## config.mk

```make
export PLATFORM = sky130hd
export DESIGN_NAME = pipelined_adder
export DESIGN_NICKNAME = d
export VERILOG_FILES = /design/src/rtl/pipelined_adder.sv
export SDC_FILE = /design/constraint.sdc
export NUM_CORES = 1
export LEC_CHECK = 0
export CAP_MARGIN = 20
export CORE_MARGIN = 3
export CORE_UTILIZATION = 59
export DETAILED_ROUTE_END_ITERATION = 6
export MAX_ROUTING_LAYER = met4
export PLACE_DENSITY_LB_ADDON = 0.25
export SYNTH_ARGS = -nofsm -noshare
export SYNTH_HDL_FRONTEND = slang
export SYNTH_SLANG_ARGS = --single-unit
```

## constraint.sdc

```tcl
create_clock -name clk -period 5 [get_ports clk]
set_input_delay 0.5 -clock clk [delete_from_list [all_inputs] [get_ports clk]]
set_output_delay 0.5 -clock clk [all_outputs]
set_load 0.01 [all_outputs]
```

## src/rtl/pipelined_adder.sv

```systemverilog
// Pipelined two's-complement adder/subtractor. Carry propagation is split into
// STAGES registered chunks of WIDTH/STAGES bits, and a valid bit travels with each chunk.
module pipelined_adder #(
  parameter int WIDTH  = 16,
  parameter int STAGES = 4
) (
  input  logic             clk,
  input  logic             rst,
  input  logic             en,
  input  logic             in_valid,
  input  logic [WIDTH-1:0] a,
  input  logic [WIDTH-1:0] b,
  input  logic             c_in,
  input  logic             sub,
  output logic             out_valid,
  output logic [WIDTH-1:0] sum,
  output logic             c_out,
  output logic             ovf
);
  localparam int C = WIDTH / STAGES;

  logic [WIDTH-1:0] b_eff;
  logic             cin_eff;

  assign b_eff   = sub ? ~b : b;
  assign cin_eff = sub | c_in;

  for (genvar k = 0; k < STAGES; k++) begin : g_stage
    localparam int LO = k * C;

    // x carries {a chunks still to be added, sum chunks already done}.
    // y carries the b_eff chunks still to be added.
    logic [WIDTH-1:0]    x_d;
    logic [WIDTH-LO-1:0] y_d;
    logic                cy_d;
    logic                v_d;
    logic [C:0]          part;
    logic [WIDTH-1:0]    x_nxt;
    logic [WIDTH-1:0]    x_q;
    logic                cy_q;
    logic                v_q;

    if (k == 0) begin : g_first
      assign x_d  = a;
      assign y_d  = b_eff;
      assign cy_d = cin_eff;
      assign v_d  = in_valid;
    end else begin : g_next
      assign x_d  = g_stage[k-1].x_q;
      assign y_d  = g_stage[k-1].g_mid.y_q;
      assign cy_d = g_stage[k-1].cy_q;
      assign v_d  = g_stage[k-1].v_q;
    end

    assign part = {1'b0, x_d[LO +: C]} + {1'b0, y_d[C-1:0]} + {{C{1'b0}}, cy_d};

    always_comb begin
      x_nxt          = x_d;
      x_nxt[LO +: C] = part[C-1:0];
    end

    // NOTE: sequential state uses non-blocking assignments only. Otherwise a stage
    // could see its neighbour's new value within the same edge and the skew would collapse.
    always_ff @(posedge clk or posedge rst) begin
      if (rst) begin
        v_q  <= 1'b0;
        x_q  <= '0;
        cy_q <= 1'b0;
      end else if (en) begin
        v_q <= v_d;
        if (v_d) begin
          x_q  <= x_nxt;
          cy_q <= part[C];
        end
      end
    end

    if (k < STAGES - 1) begin : g_mid
      logic [WIDTH-LO-C-1:0] y_q;

      always_ff @(posedge clk or posedge rst) begin
        if (rst)             y_q <= '0;
        else if (en && v_d)  y_q <= y_d[WIDTH-LO-1:C];
      end
    end else begin : g_last
      // The top chunk holds both operand MSBs, so overflow is resolved here.
      logic ovf_q;

      always_ff @(posedge clk or posedge rst) begin
        if (rst)
          ovf_q <= 1'b0;
        else if (en && v_d)
          ovf_q <= (x_d[WIDTH-1] == y_d[C-1]) && (part[C-1] != x_d[WIDTH-1]);
      end
    end
  end

  assign out_valid = g_stage[STAGES-1].v_q;
  assign sum       = g_stage[STAGES-1].x_q;
  assign c_out     = g_stage[STAGES-1].cy_q;
  assign ovf       = g_stage[STAGES-1].g_last.ovf_q;

endmodule

```

==> qor.yml <==
final_max_slew_viol_count: 0
crit_start: "sub"
syn_to_final_growth_pct: 17.38
grt_setup_unrepaired: "false"
cts-resized-gates: 0
ys_ff_latch: 97
grt_pass1_vias: 2494
reg2reg_to: "c_out"
timing.rr.start: "g_stage[2].x_q[12]"
core_region_area_mm2: 0.007292
max_cap_violations: 0
fin_skew_ns: 0.01281
crit_arrival_ns: 3.19
setup_violations: 0
worstPathCellList: "clkdlybuf4s50_1 > or2_2 > fa_1 > fa_1 > a21o_1 > a211oi_1 > a21oi_1"
crit_path_max_incr_delay_ns: 0.83
row_count: 31
via_per_inst: 5.157
multi_input_area_mm2: 0.001883
routabilityCongestion: 0.7537
fin_crit_sh_pct: 59.20
drive_gt1_share_pct: 23.86
async_flop_share_pct: 100.0
ir_worst_vdd_v: 0.0001618
worstHoldPathType: "register to register"
grt_overflow: 0
startpoint_type: "input pin"
dp_slack_ns: 1.667
powerDensity_mw_per_mm2: 492.8
syn-num-nets: 372
ff2ff_path_depth: 5
cts_setup_buffers: 0
cts_tree: "built"
yosysTopAreaCell: "dfrtp_1"
hold_viol: 0
grtUsageTotal_pct: 18.27
netlist_top_cells_count: "97 x dfrtp_1, 52 x mux2_4, 25 x o21ai_0"
yosys_warnings: 0
grt_antenna_before_repair: 0
grt_pass1_wl_um: 11920
whs_ns: 0.4834
final_net_count: 426
synth.most_common_cell: "dfrtp_1"
grt_max_degree: 61
synth.area.top_cells: "dfrtp_1 54%, mux2_4 17%, fa_1 3.6%"
die_area_mm2: 0.008669
cts_inserted_buffers: 9
crit_family: "adder cells"
tns_ns: 0
crit_end: "g_stage[0].cy_q"
syn_area_mm2: 0.004477
start_util_pct: 61.39
syn_inst: 314
path_buf_inv: 1
drc: 0
dr.first_iter.drc_count: 105
io_pins: 57
avgSynthCellArea_um2: 14.26
relSlewSlack_pct: 42.49
cts_max_level: 3
routed_wl_um: 6865
vias: 2434
yosysTopAreaCellShare_pct: 54.22
dpl.hpwl_um: 4988
leakage_nw: 2.516
critPathSlowestCell: "clkdlybuf4s50_1"
hold_buffers: 0
timing.final.ws_setup_ns: 2.040
worstSetupPathType: "input pin to register"
power.total_mw: 2.590
drtPass1Iterations: 4
worst_slew_pin_slew_ns: 0.8595
clockRootBuffer: "clkbuf_8"
diodes: 0
clk_latency_ns: 0.35
synth_edf_count: 0
fillers: 527
antenna_left: 0
io_buffers: 56
fmax_mhz: 337.8
seq_area_frac_synth_pct: 54.22
cp.required_ns: 5.23
min_period_ns: 2.960
synth_ff_type: "dfrtp_1"
path_depth: 7
end_kind: "register"
cts.path.max_buffers: 2
clk_pin_slew_worst_paths_ns: 0.10
cpMostUsedCell: "fa_1"
rrSetupSlack_ns: 3.18
die-width_um: 93.11
wl_per_cell_um: 14.54
regArea_mm2: 0.002427
fp.dieH_um: 93.11
numClockSinks: 97
outcome: "finished, final reports clean"
critPathMaxFanout: 17
synth.distinct_cells: 25
[metrics by stage]
step                cell area (um2)  util, %  cells
floorplan                      4477        -    314
global placement               5050    69.25    456
detailed placement             5050    69.25    456
CTS                            5255    72.07    472
global route                   5255    72.07    472
finish                         5255    72.07    472
[routing by layer]
metal	global-route usage, %	part of all wire, %	up-vias
li1	-	-	1173
met1	24.63	48	1190
met2	27.41	46	60
met3	3.379	3.8	11
met4	8.059	1.9	0
met5	-	0	-
[sequential cells by signal, indices dropped and copies added (netlist names)]
register / count
g_stage.x_q: 48
g_stage.g_mid.y_q: 24
sum: 16
g_stage.cy_q: 3
g_stage.v_q: 3
c_out: 1
out_valid: 1
ovf: 1
[logic make-up after synthesis]
family	Yosys count	share of synthesized area, %
multiplexers	66	20.96
AND/OR/NAND/NOR	34	3.605
buffers and inverters	26	3.717
XOR/XNOR	24	4.695
adder cells (fa/ha/maj)	20	6.931
AO/OA/AOI/OAI	47	5.869
flip-flops	97	54.22
[worst min path at each step]
stage               slack [ns]               start  cells past startpoint                 end
floorplan                 0.45  g_stage[2].x_q[11]                      2  g_stage[2].x_q[11]
global placement          0.46               c_out                      2               c_out
detailed placement        0.47               c_out                      2               c_out
CTS                       0.49               c_out                      2               c_out
global route              0.51                 ovf                      2                 ovf
finish                    0.48               c_out                      2               c_out
[power by group]
group | internal [mW] | switching [mW]
combinational | 0.546 | 0.310
sequential | 1.05 | 0.178
clock | 0.246 | 0.264
[layout by cell type, fill, tap and decap left out, types with 2 or more instances in the layout]
cell             netlist  layout
nand2_1               24      24
nand2_4                3       3
clkdlybuf4s50_1        0      56
xor2_1                10      10
dfrtp_1               97      97
ha_1                  12      12
nor2_1                 2       2
mux2_4                52      52
mux2_2                14      14
nor2b_1                2       2
o21ai_1                2       2
a21o_1                 6       6
xnor2_1               14      14
clkinv_4               0       2
inv_1                 12      11
o21ai_0               25      25
clkbuf_8               0      10
fa_1                   8       8
clkinvlp_4             0       2
o21a_1                 2       2
a21oi_1                9       9
o31ai_1                2       2
[tightest hold or removal path, cell delays in order, from the launching register on]
cell and delay (ns):
dfrtp_1 0.35, nand2_1 0.05, o21ai_0 0.06
[area by class of cell]
cell class	count	share of cell area, %
clock buffer	10	2.619
timing repair buffer	57	10.81
inverter	12	0.9048
tap	99	2.357
clock inverter	6	1.286
multi-input combinational	191	35.83
sequential	97	46.19
Power figures use the tool's default switching activity.
